[config.mk]
export PLATFORM = sky130hd
export DESIGN_NAME = udma_rx_ch_arbiter
export DESIGN_NICKNAME = d
export VERILOG_FILES = /design/src/rtl/udma_rx_ch_arbiter.sv
export SDC_FILE = /design/constraint.sdc
export NUM_CORES = 1
export LEC_CHECK = 0
export ABC_AREA = 1
export BUFFER_PORTS_ARGS = -buffer_cell sky130_fd_sc_hd__buf_2
export CAP_MARGIN = 20
export CORE_UTILIZATION = 30
export CTS_CLUSTER_SIZE = 16
export DETAILED_ROUTE_END_ITERATION = 10
export HOLD_SLACK_MARGIN = 0.03
export PLACE_DENSITY = 0.45
export SLEW_MARGIN = 20
export SYNTH_ARGS = -nofsm -noshare
export SYNTH_HDL_FRONTEND = slang
export SYNTH_SLANG_ARGS = --single-unit
[constraint.sdc]
create_clock -name clk_i -period 4.4 [get_ports clk_i]
set_clock_uncertainty 0.15 [all_clocks]
set_input_delay 0.22 -clock clk_i [delete_from_list [all_inputs] [get_ports clk_i]]
set_output_delay 0.22 -clock clk_i [all_outputs]
set_load 0.005 [all_outputs]
[src/rtl/udma_rx_ch_arbiter.sv]
// Per-channel elastic FIFO with synchronous flush and occupancy count.
// Latency: 1 cycle write-to-read; head is visible combinationally once written.
// Backpressure: writer must gate on !full; reader pops only when !empty.
module udma_rx_ch_fifo #(
    parameter  int DW    = 8,
    parameter  int DEPTH = 4,
    localparam int AW    = $clog2(DEPTH)
) (
    input  logic          clk,
    input  logic          rst,
    input  logic          clr,
    input  logic          wr_vld,
    input  logic [DW-1:0] wr_dat,
    input  logic          rd_rdy,
    output logic [DW-1:0] rd_dat,
    output logic          empty,
    output logic          full,
    output logic [AW:0]   lvl
);
    logic [DW-1:0] mem [DEPTH];
    logic [AW-1:0] wr_ptr;
    logic [AW-1:0] rd_ptr;
    logic [AW:0]   cnt;

    always_ff @(posedge clk or posedge rst) begin
        if (rst) begin
            wr_ptr <= '0;
            rd_ptr <= '0;
            cnt    <= '0;
        end else if (clr) begin
            wr_ptr <= '0;
            rd_ptr <= '0;
            cnt    <= '0;
        end else begin
            if (wr_vld) wr_ptr <= wr_ptr + 1'b1;
            if (rd_rdy) rd_ptr <= rd_ptr + 1'b1;
            if (wr_vld && !rd_rdy)
                cnt <= cnt + 1'b1;
            else if (!wr_vld && rd_rdy)
                cnt <= cnt - 1'b1;
        end
    end

    always_ff @(posedge clk) begin
        if (wr_vld && !clr) mem[wr_ptr] <= wr_dat;
    end

    assign rd_dat = mem[rd_ptr];
    assign empty  = (cnt == '0);
    assign full   = (cnt == (AW+1)'(DEPTH));
    assign lvl    = cnt;
endmodule

// N-channel RX concentrator: per-channel FIFO, round-robin with optional packet lock, tagged output.
// Latency: 2 cycles input handshake to out_valid_o; sustains 1 beat/cycle.
// Backpressure: out_* held stable while !out_ready_i; in_ready_o drops when a FIFO is full or cleared.
module udma_rx_ch_arbiter #(
    parameter  int N_CH       = 4,
    parameter  int DATA_W     = 32,
    parameter  int FIFO_DEPTH = 4,
    parameter  int LOCK_PKT   = 1,
    localparam int ID_W       = (N_CH > 1) ? $clog2(N_CH) : 1,
    localparam int LVL_W      = $clog2(FIFO_DEPTH) + 1
) (
    input  logic                    clk_i,
    input  logic                    rst_i,
    input  logic [N_CH-1:0]         in_valid_i,
    input  logic [N_CH*DATA_W-1:0]  in_data_i,
    input  logic [N_CH*2-1:0]       in_datasize_i,
    input  logic [N_CH-1:0]         in_sot_i,
    input  logic [N_CH-1:0]         in_eot_i,
    output logic [N_CH-1:0]         in_ready_o,
    input  logic [N_CH-1:0]         clr_i,
    output logic                    out_valid_o,
    output logic [DATA_W-1:0]       out_data_o,
    output logic [1:0]              out_datasize_o,
    output logic [ID_W-1:0]         out_ch_o,
    output logic                    out_sot_o,
    output logic                    out_eot_o,
    input  logic                    out_ready_i,
    output logic [N_CH*LVL_W-1:0]   lvl_o
);
    typedef struct packed {
        logic [DATA_W-1:0] data;
        logic [1:0]        size;
        logic              sot;
        logic              eot;
    } ent_t;

    ent_t             wr_ent [N_CH];
    ent_t             head   [N_CH];
    logic [LVL_W-1:0] lvl    [N_CH];
    logic [N_CH-1:0]  empty;
    logic [N_CH-1:0]  full;
    logic [N_CH-1:0]  push;
    logic [N_CH-1:0]  pop;
    logic [N_CH-1:0]  elig;

    logic             can_load;
    logic             grant_vld;
    logic [ID_W-1:0]  grant_ch;
    logic [ID_W:0]    idx;
    ent_t             gnt_ent;
    logic [ID_W-1:0]  rr_ptr;
    logic             lock_vld;
    logic [ID_W-1:0]  lock_ch;

    function automatic logic [ID_W-1:0] nxt_ch(input logic [ID_W-1:0] c);
        return (c == ID_W'(N_CH-1)) ? '0 : c + 1'b1;
    endfunction

    for (genvar i = 0; i < N_CH; i++) begin : g_ch
        assign in_ready_o[i] = !full[i] && !clr_i[i];
        assign push[i]       = in_valid_i[i] && in_ready_o[i];
        assign wr_ent[i]     = {in_data_i[i*DATA_W +: DATA_W], in_datasize_i[2*i +: 2],
                                in_sot_i[i], in_eot_i[i]};
        assign pop[i]        = grant_vld && (grant_ch == ID_W'(i));
        // A locked channel excludes everyone else, even while it has nothing to send
        assign elig[i]       = !empty[i] && !clr_i[i] && (!lock_vld || (lock_ch == ID_W'(i)));
        assign lvl_o[i*LVL_W +: LVL_W] = lvl[i];

        udma_rx_ch_fifo #(
            .DW    ($bits(ent_t)),
            .DEPTH (FIFO_DEPTH)
        ) u_fifo (
            .clk    (clk_i),
            .rst    (rst_i),
            .clr    (clr_i[i]),
            .wr_vld (push[i]),
            .wr_dat (wr_ent[i]),
            .rd_rdy (pop[i]),
            .rd_dat (head[i]),
            .empty  (empty[i]),
            .full   (full[i]),
            .lvl    (lvl[i])
        );
    end

    assign can_load = !out_valid_o || out_ready_i;

    always_comb begin
        grant_vld = 1'b0;
        grant_ch  = '0;
        idx       = '0;
        for (int off = 0; off < N_CH; off++) begin
            idx = {1'b0, rr_ptr} + (ID_W+1)'(off);
            if (idx >= (ID_W+1)'(N_CH)) idx = idx - (ID_W+1)'(N_CH);
            if (!grant_vld && elig[idx[ID_W-1:0]]) begin
                grant_vld = 1'b1;
                grant_ch  = idx[ID_W-1:0];
            end
        end
        if (!can_load) grant_vld = 1'b0;
    end

    assign gnt_ent = head[grant_ch];

    always_ff @(posedge clk_i or posedge rst_i) begin
        if (rst_i) begin
            out_valid_o    <= 1'b0;
            out_data_o     <= '0;
            out_datasize_o <= '0;
            out_ch_o       <= '0;
            out_sot_o      <= 1'b0;
            out_eot_o      <= 1'b0;
            rr_ptr         <= '0;
            lock_vld       <= 1'b0;
            lock_ch        <= '0;
        end else begin
            if (can_load) begin
                out_valid_o <= grant_vld;
                if (grant_vld) begin
                    out_data_o     <= gnt_ent.data;
                    out_datasize_o <= gnt_ent.size;
                    out_ch_o       <= grant_ch;
                    out_sot_o      <= gnt_ent.sot;
                    out_eot_o      <= gnt_ent.eot;
                    rr_ptr         <= nxt_ch(grant_ch);
                end
            end
            if (grant_vld && (LOCK_PKT != 0)) begin
                if (lock_vld) begin
                    if (gnt_ent.eot) lock_vld <= 1'b0;
                end else if (gnt_ent.sot && !gnt_ent.eot) begin
                    lock_vld <= 1'b1;
                    lock_ch  <= grant_ch;
                end
            end
            // Flushing the locked channel abandons its packet; resume after it
            if (lock_vld && clr_i[lock_ch]) begin
                lock_vld <= 1'b0;
                rr_ptr   <= nxt_ch(lock_ch);
            end
        end
    end
endmodule

==> impl_table.tex, run 1 <==
\begin{tabular}{lr}
\hline
Metric & Value \\
\hline
\multicolumn{2}{l}{\textbf{Power and ir drop}} \\
Leak Pwr & 11.74 nW \\
Part of the total power dissipated in the clock network & 27.8\% \\
Internal power component & between 10 and 15 mW \\
Net load switching power & about 8.4 mW \\
Power per Cell Area & about 660 nW/um\^{}2 \\
Combinational Power Share & roughly 36\% \\
Sequential Power Share & 36.5\% \\
Highest ir drop seen on vdd & 0.7352 mV \\
Switching Fraction & between 30\% and 40\% \\
\multicolumn{2}{l}{\textbf{Timing}} \\
Final number of max-transition violations & 0 \\
Unrepaired setup endpoints after global routing & false \\
Final Setup Violations & 0 \\
Slew headroom & 40.99\% \\
Hold\_ws & 0.08670 ns \\
Shortest period the worst path allows & about 3.6 ns \\
Slew of the pin with the lowest slew margin & a little under 0.9 ns \\
Final Hold Fails & 0 \\
F\_max & 274.5 MHz \\
Period Utilization, post-route & around 83\% \\
Sum Neg Setup Slack & 0 ns \\
\multicolumn{2}{l}{\textbf{Route}} \\
Total iterations of the first detailed-routing run & 5 \\
Drt drc & 0 \\
Number of DRC markers in iteration 0 & 1294 \\
Post-detailed-routing wire length & about 80000 um \\
Number of vias after detailed routing & approximately 17k \\
Via density per instance & roughly 4.8 \\
Antenna Nets Post-Route & 0 \\
Routed length per placed instance & $\sim$22 um \\
\multicolumn{2}{l}{\textbf{Final layout}} \\
Count of fill cells added during filler insertion & just over 8k \\
Area added between synthesis and finish & 24.18\% \\
Share of cells above drive strength 1 & approximately 17\% \\
Final-stage net count & roughly 2.6k \\
\multicolumn{2}{l}{\textbf{Synth}} \\
Post-Syn Area per Cell & between 10 and 15 um\^{}2 \\
Unique cell type count in the Yosys netlist & 40 \\
Number of synthesis warnings & 0 \\
Post-Synthesis Cell Area & 26040 um\^{}2 \\
Predominant post-synthesis flop cell & sky130\_fd\_sc\_hd\_\_edfxtp\_1 \\
Post-synthesis net count & approximately 2.2k \\
Area share of the largest cell type after synthesis & 66.43\% \\
Flip-flop and latch count after synthesis & around 650 \\
Cell accounting for the most synthesized area & sky130\_fd\_sc\_hd\_\_edfxtp\_1 \\
Part of the Yosys area used for sequential elements & 73.35\% \\
Proportion of register bits with asynchronous set or reset after synthesis & 11.11\% \\
Post-Syn Instances & approximately 2.0k \\
Cell types with the highest counts after synthesis & sky130\_fd\_sc\_hd\_\_edfxtp\_1, sky130\_fd\_sc\_hd\_\_nand2\_1, sky130\_fd\_sc\_hd\_\_o21ai\_0, sky130\_fd\_sc\_hd\_\_nor2\_1, sky130\_fd\_sc\_hd\_\_a21oi\_1 \\
Leading cell type by number of instances after synthesis & sky130\_fd\_sc\_hd\_\_edfxtp\_1 \\
EDFF count, synth & $\sim$580 \\
Cell types with the largest area share after synthesis & sky130\_fd\_sc\_hd\_\_edfxtp\_1, sky130\_fd\_sc\_hd\_\_dfrtp\_1, sky130\_fd\_sc\_hd\_\_o21ai\_0 \\
\multicolumn{2}{l}{\textbf{Clock network}} \\
Clock network latency to the later pin of the worst-skew pair & $\sim$0.63 ns \\
Post-cts sizing count & 0 \\
Clock slew at the register clock pins of the worst setup and hold paths & around 0.060 ns \\
CTS tree & yes \\
Buffers from clock root to sink, at most & 3 \\
H-tree lvl count & 3 \\
Number of buffers inserted during clock tree synthesis & 73 \\
Clock Root Buffer & sky130\_fd\_sc\_hd\_\_clkbuf\_16 \\
Number of sinks on the clock net & about 650 \\
\multicolumn{2}{l}{\textbf{Global route}} \\
Initial antenna violation count & 17 \\
First-pass GRT wire length & around 110000 um \\
Maximum number of pins on one net before global-route repair & 74 \\
Gr usage total & between 15 and 20\% \\
Total grt overflow & 0 \\
Number of global-route vias before repair & roughly 17k \\
\multicolumn{2}{l}{\textbf{Die}} \\
Initial cell density of the core & between 30\% and 40\% \\
Height of the die & 296.6 um \\
Core area & 85550 um\^{}2 \\
Die ar. & a little under 90000 um\^{}2 \\
Width of the chip & 296.6 um \\
Number of ports placed on the die boundary & 210 \\
Cell row count & roughly 110 \\
\multicolumn{2}{l}{\textbf{Outcome}} \\
Status & complete, no violations \\
\multicolumn{2}{l}{\textbf{Worst setup path}} \\
Crit. End Element & register \\
Cells on worst reg2reg path & 20 \\
End of the worst register-to-register path & g\_ch[0].u\_fifo.lvl[2]\$\_DFFE\_PP0P\_ \\
CP Capture Point & g\_ch[0].u\_fifo.lvl[2]\$\_DFFE\_PP0P\_ \\
Worst EP arrival & roughly 4 ns \\
Reg-to-reg slack, setup & between 0.7 and 0.8 ns \\
Start of the worst register-to-register path & lock\_ch[0]\$\_DFFE\_PP0P\_ \\
CP required & 4.80 ns \\
Peak fanout along the critical path & 16 \\
Startpoint of the most critical setup path & lock\_ch[0]\$\_DFFE\_PP0P\_ \\
Critical path startpoint category & register \\
Critical Setup Path Class & register to register \\
\multicolumn{2}{l}{\textbf{Worst hold path}} \\
Hold Crit Class & input port to asynchronous set/reset pin \\
\multicolumn{2}{l}{\textbf{Flow run}} \\
Max-cap violations & 0 \\
\multicolumn{2}{l}{\textbf{Placement}} \\
Final Wtd Congestion & roughly 0.81 \\
Buffers added on ports & roughly 210 \\
HPWL after detailed placement & about 52000 um \\
\hline
\end{tabular}
[critical path: stages (launching register included)]
cell and delay, ns:
sky130_fd_sc_hd__dfrtp_1 0.48, sky130_fd_sc_hd__ha_1 0.22, sky130_fd_sc_hd__inv_1 0.04, sky130_fd_sc_hd__a21oi_1 0.18, sky130_fd_sc_hd__nand3_1 0.17, sky130_fd_sc_hd__nand2_1 0.13, sky130_fd_sc_hd__nand2_1 0.07, sky130_fd_sc_hd__nand2_1 0.07
sky130_fd_sc_hd__nand2_1 0.08, sky130_fd_sc_hd__nand2_1 0.08, sky130_fd_sc_hd__nand2_2 0.09, sky130_fd_sc_hd__nand3_2 0.14, sky130_fd_sc_hd__nand2_2 0.20, sky130_fd_sc_hd__nor2_4 0.36, sky130_fd_sc_hd__inv_1 0.11, sky130_fd_sc_hd__nand2_1 0.10
sky130_fd_sc_hd__inv_1 0.07, sky130_fd_sc_hd__fa_1 0.38, sky130_fd_sc_hd__xnor2_1 0.14, sky130_fd_sc_hd__or2_0 0.22, sky130_fd_sc_hd__nand3_1 0.08
[cells in the final DEF (no fill, tap or decap), types with 5 or more instances in the layout]
master                          instances
sky130_fd_sc_hd__nand2_2                5
sky130_fd_sc_hd__nand3_2                8
sky130_fd_sc_hd__nand3_1               27
sky130_fd_sc_hd__inv_1                 76
sky130_fd_sc_hd__a21oi_1              114
sky130_fd_sc_hd__a32o_1                53
sky130_fd_sc_hd__dlygate4sd3_1        150
sky130_fd_sc_hd__bufinv_16              5
sky130_fd_sc_hd__nor2_4                21
sky130_fd_sc_hd__o21ai_0              253
sky130_fd_sc_hd__ha_1                  21
sky130_fd_sc_hd__a22oi_1                8
sky130_fd_sc_hd__clkbuf_1              23
sky130_fd_sc_hd__nand4_1                7
sky130_fd_sc_hd__clkbuf_16             73
sky130_fd_sc_hd__buf_2                209
sky130_fd_sc_hd__buf_4                 46
sky130_fd_sc_hd__dfrtp_1               68
sky130_fd_sc_hd__clkinv_2              18
sky130_fd_sc_hd__a31oi_1               17
sky130_fd_sc_hd__o22ai_1               94
sky130_fd_sc_hd__o21ai_1               18
sky130_fd_sc_hd__nor2_1               233
sky130_fd_sc_hd__clkinv_1               7
sky130_fd_sc_hd__edfxtp_1             576
sky130_fd_sc_hd__inv_2                 10
sky130_fd_sc_hd__nand2_1              268
[what timing repair did]
action                    in CTS  in global routing
hold buffers                 150                  0
hold endpoints to repair     636                  0
setup buffers                  0                  0
[final cells by class]
type                    count  area, um^2  area share (%)
repair buffers            406        2913           9.009
well taps                1144        1431           4.427
clock buffers              98        1941           6.002
inverters                  88       331.6           1.026
multi-input cells        1180        6200           19.17
clock inverters            38       405.4           1.254
diodes                      3       7.507         0.02322
flip-flops and latches    648       19100           59.08
[flip-flops by register name, indices dropped and copies added, names as in the netlist, 2 cells and up]
register	cells
g_ch.u_fifo.wr_ptr	8
g_ch.u_fifo.rd_ptr	8
out_datasize_o	2
g_ch.u_fifo.mem	576
out_data_o	32
out_ch_o	2
rr_ptr	2
lock_ch	2
g_ch.u_fifo.lvl	12
[metal layers]
metal / wire length [um] / global-route usage, % / vias up
met2: 36800 / 28.47 / 485
met5: 93 / 0 / -
li1: - / - / 8177
met4: 1732 / 4.840 / 14
met1: 35170 / 23.95 / 8667
met3: 5782 / 5.402 / 101
[through the flow]
stage | instances | setup WS, ns | instance area (um^2) | power (mW) | utilization [%]
2_1_floorplan | 2034 | 1.199 | 26040 | 12.60 | -
3_3_place_gp | 3316 | 0.8997 | 28480 | 15.33 | 33.29
3_5_place_dp | 3316 | 0.8164 | 28480 | 15.48 | 33.29
4_1_cts | 3602 | 0.7841 | 32320 | 21.59 | 37.79
5_1_grt | 3604 | 0.4776 | 32330 | 22.53 | 37.79
6_report | 3605 | 0.7575 | 32330 | 21.35 | 37.79
[worst min-delay path by stage]
stage,to,depth (start not counted)
global placement,g_ch[1].u_fifo.wr_ptr[0]$_DFFE_PP0P_,2
CTS,out_data_o[24]$_DFFE_PP0P_,3
floorplan,g_ch[0].u_fifo.rd_ptr[1]$_DFFE_PP0P_,1
finish,g_ch[1].u_fifo.lvl[2]$_DFFE_PP0P_,3
detailed placement,g_ch[1].u_fifo.lvl[1]$_DFFE_PP0P_,2
global route,out_data_o[24]$_DFFE_PP0P_,3
[power by group through the flow]
stage / combinational (mW) / clock (mW) / sequential, mW
after floorplan: 4.87 / 0 / 7.74
after detailed placement: 7.57 / 0 / 7.91
after global placement: 7.43 / 0 / 7.90
after global routing: 8.36 / 6.32 / 7.85
after CTS: 7.71 / 6.09 / 7.79
final: 7.61 / 5.93 / 7.80
[cell families (layout without fill, tap and decap cells)]
kind of cell | count (synthesis) | in the layout | share of synthesized area, %
adder cells (fa/ha/maj) | 25 | 25 | 1.317
XOR/XNOR | 6 | 6 | 0.2307
other | 0 | 3 | 0
flip-flops | 648 | 648 | 73.35
AND/OR/NAND/NOR | 582 | 582 | 9.135
AO/OA/AOI/OAI | 567 | 567 | 12.67
buffers and inverters | 206 | 630 | 3.297
Power figures use the tool's default switching activity.
==> run 2: changes to the inputs <==
- clock period: 4.4 -> 3.4 ns (I/O delays scaled with it)
==> impl_table.tex, run 2 (synthesized netlist as in run 1, its figures left out) <==
\begin{tabular}{lr}
\hline
Metric & Value \\
\hline
\multicolumn{2}{l}{\textbf{Outcome}} \\
Status & complete, no violations \\
\multicolumn{2}{l}{\textbf{Route}} \\
Antenna Nets Post-Route & 0 \\
Via density per instance & 4.855 \\
Routed length per placed instance & about 22 um \\
Drt drc & 0 \\
Total iterations of the first detailed-routing run & 7 \\
Post-detailed-routing wire length & $\sim$79000 um \\
Number of DRC markers in iteration 0 & approximately 1.3k \\
Number of vias after detailed routing & about 18k \\
\multicolumn{2}{l}{\textbf{Global route}} \\
Gr usage total & 18.09\% \\
Initial antenna violation count & 12 \\
First-pass GRT wire length & between 100000 and 150000 um \\
Maximum number of pins on one net before global-route repair & 74 \\
Number of global-route vias before repair & between 15k and 20k \\
Total grt overflow & 0 \\
\multicolumn{2}{l}{\textbf{Die}} \\
Number of ports placed on the die boundary & between 200 and 250 \\
Initial cell density of the core & a little under a third \\
Core area & 85550 um\^{}2 \\
Height of the die & about 300 um \\
Width of the chip & about 300 um \\
Cell row count & about 110 \\
Die ar. & 87970 um\^{}2 \\
\multicolumn{2}{l}{\textbf{Timing}} \\
Slew of the pin with the lowest slew margin & roughly 0.8 ns \\
Post-route setup slack & 0.1503 ns \\
Unrepaired setup endpoints after global routing & true \\
Final Hold Fails & 0 \\
F\_max & approximately 310 MHz \\
Slew headroom & between 40\% and 50\% \\
Sum Neg Setup Slack & 0 ns \\
Shortest period the worst path allows & roughly 3.2 ns \\
Final Setup Violations & 0 \\
Final number of max-transition violations & 0 \\
Period Utilization, post-route & roughly 96\% \\
\multicolumn{2}{l}{\textbf{Worst hold path}} \\
Hold Crit Class & input port to asynchronous set/reset pin \\
\multicolumn{2}{l}{\textbf{Final layout}} \\
N\_diodes & 0 \\
Commonest non-fill, non-tap cells in the layout & sky130\_fd\_sc\_hd\_\_edfxtp\_1, sky130\_fd\_sc\_hd\_\_nand2\_1, sky130\_fd\_sc\_hd\_\_o21ai\_0 \\
Final core utilization & between 30\% and 40\% \\
Area added between synthesis and finish & 25.70\% \\
Most common library cell in the layout ignoring fill and taps & sky130\_fd\_sc\_hd\_\_edfxtp\_1 \\
Final-stage net count & 2601 \\
Top reg by flops & g\_ch.u\_fifo.mem \\
Post-route cell area & roughly 33000 um\^{}2 \\
Count of fill cells added during filler insertion & 8174 \\
Flip-flop count of the largest register, all copies and words added & between 500 and 600 \\
Share of cells above drive strength 1 & between 10\% and 20\% \\
\multicolumn{2}{l}{\textbf{Placement}} \\
Buffers added on ports & roughly 210 \\
Standard cell area after detailed placement & 28740 um\^{}2 \\
Final Wtd Congestion & about 0.84 \\
Dpl ws & approximately 0.093 ns \\
HPWL after detailed placement & 52680 um \\
\multicolumn{2}{l}{\textbf{Clock network}} \\
Clock Root Buffer & sky130\_fd\_sc\_hd\_\_clkbuf\_16 \\
Clock network latency to the later pin of the worst-skew pair & 0.63 ns \\
H-tree lvl count & 3 \\
Number of buffers inserted during clock tree synthesis & 75 \\
Clock slew at the register clock pins of the worst setup and hold paths & around 0.06 ns \\
Buffers from clock root to sink, at most & 3 \\
Number of sinks on the clock net & between 600 and 700 \\
CTS tree & yes \\
\multicolumn{2}{l}{\textbf{Worst setup path}} \\
Crit. End Element & register \\
Critical path startpoint category & register \\
Critical Setup Path Class & register to register \\
Peak fanout along the critical path & 7 \\
Worst EP arrival & $\sim$3.6 ns \\
Startpoint of the most critical setup path & lock\_ch[0]\$\_DFFE\_PP0P\_ \\
Start of the worst register-to-register path & lock\_ch[0]\$\_DFFE\_PP0P\_ \\
CP required & about 3.8 ns \\
\multicolumn{2}{l}{\textbf{Power and ir drop}} \\
Highest ir drop seen on vdd & 0.7268 mV \\
Leak Pwr & roughly 12 nW \\
Power per Cell Area & roughly 860 nW/um\^{}2 \\
Total design power & around 28 mW \\
\multicolumn{2}{l}{\textbf{Flow run}} \\
Max-cap violations & 0 \\
\hline
\end{tabular}
[run 2: power by group]
part / internal (mW) / switching [mW] / total, mW
Combinational: 3.12 / 7.09 / 10.2
Sequential: 9.54 / 0.626 / 10.2
Clock: 4.62 / 3.24 / 7.87
[run 2: worst paths after layout]
check / to / slack (ns) / cells after the start
worst max-delay path: g_ch[3].u_fifo.lvl[2]$_DFFE_PP0P_ / 0.15 / 21
worst min-delay path: g_ch[1].u_fifo.wr_ptr[0]$_DFFE_PP0P_ / 0.11 / 3
worst max register to register: g_ch[3].u_fifo.lvl[2]$_DFFE_PP0P_ / 0.15 / 21
worst min register to register: out_ch_o[1]$_DFFE_PP0P_ / 0.35 / 2
max in group asynchronous: out_data_o[19]$_DFFE_PP0P_ / 2.22 / 4
min in group clk_i: g_ch[3].u_fifo.mem[0][7]$_DFFE_PP_ / 0.15 / 2
[run 2: layout make-up]
class	count	area [um^2]	share of cell area, %
timing repair buffer	428	3226	9.856
clock inverter	43	469.2	1.434
multi-input combinational	1180	6227	19.03
sequential	648	19100	58.37
tap	1144	1431	4.374
clock buffer	91	1937	5.918
inverter	88	332.8	1.017
[run 2: worst max-delay path, cell delays in order, from the launching register on]
cell and delay [ns]:
sky130_fd_sc_hd__dfrtp_2 0.45, sky130_fd_sc_hd__inv_1 0.11, sky130_fd_sc_hd__ha_1 0.16, sky130_fd_sc_hd__nor2_1 0.04
sky130_fd_sc_hd__nor2_1 0.16, sky130_fd_sc_hd__nand3_1 0.13, sky130_fd_sc_hd__nand3_1 0.11, sky130_fd_sc_hd__nand2_2 0.08
sky130_fd_sc_hd__nand2_1 0.10, sky130_fd_sc_hd__nand2_1 0.07, sky130_fd_sc_hd__nand2_2 0.10, sky130_fd_sc_hd__nand2_2 0.10
sky130_fd_sc_hd__nor2_4 0.10, sky130_fd_sc_hd__ha_1 0.16, sky130_fd_sc_hd__nand2_2 0.09, sky130_fd_sc_hd__nand2_2 0.10
sky130_fd_sc_hd__inv_1 0.05, sky130_fd_sc_hd__fa_1 0.38, sky130_fd_sc_hd__xnor2_1 0.21, sky130_fd_sc_hd__xor2_1 0.17
sky130_fd_sc_hd__nand3_1 0.08, sky130_fd_sc_hd__o21ai_0 0.08
[run 2: metrics by stage]
step / instances / hold WS (ns)
after CTS: 3620 / 0.1028
after global placement: 3332 / 0.2280
final: 3622 / 0.1059
after detailed placement: 3332 / 0.2357
after global routing: 3622 / 0.1162
after floorplan: 2034 / 0.09347
[run 2: per-layer routing]
metal  vias up  wire, um  track usage (%)
met5         -        92                0
met4        16      2042            5.406
met3       114      6023            4.894
met2       490     35590            27.76
met1      8740     35380            24.91
li1       8224         -                -
[run 2: what timing repair did]
action / in CTS / in global routing
endpoints found under the hold margin: 658 / 0
buffers inserted: 0 / 2
hold buffers: 154 / 0
setup endpoints to repair: 0 / 13
gates resized for setup: 0 / 9
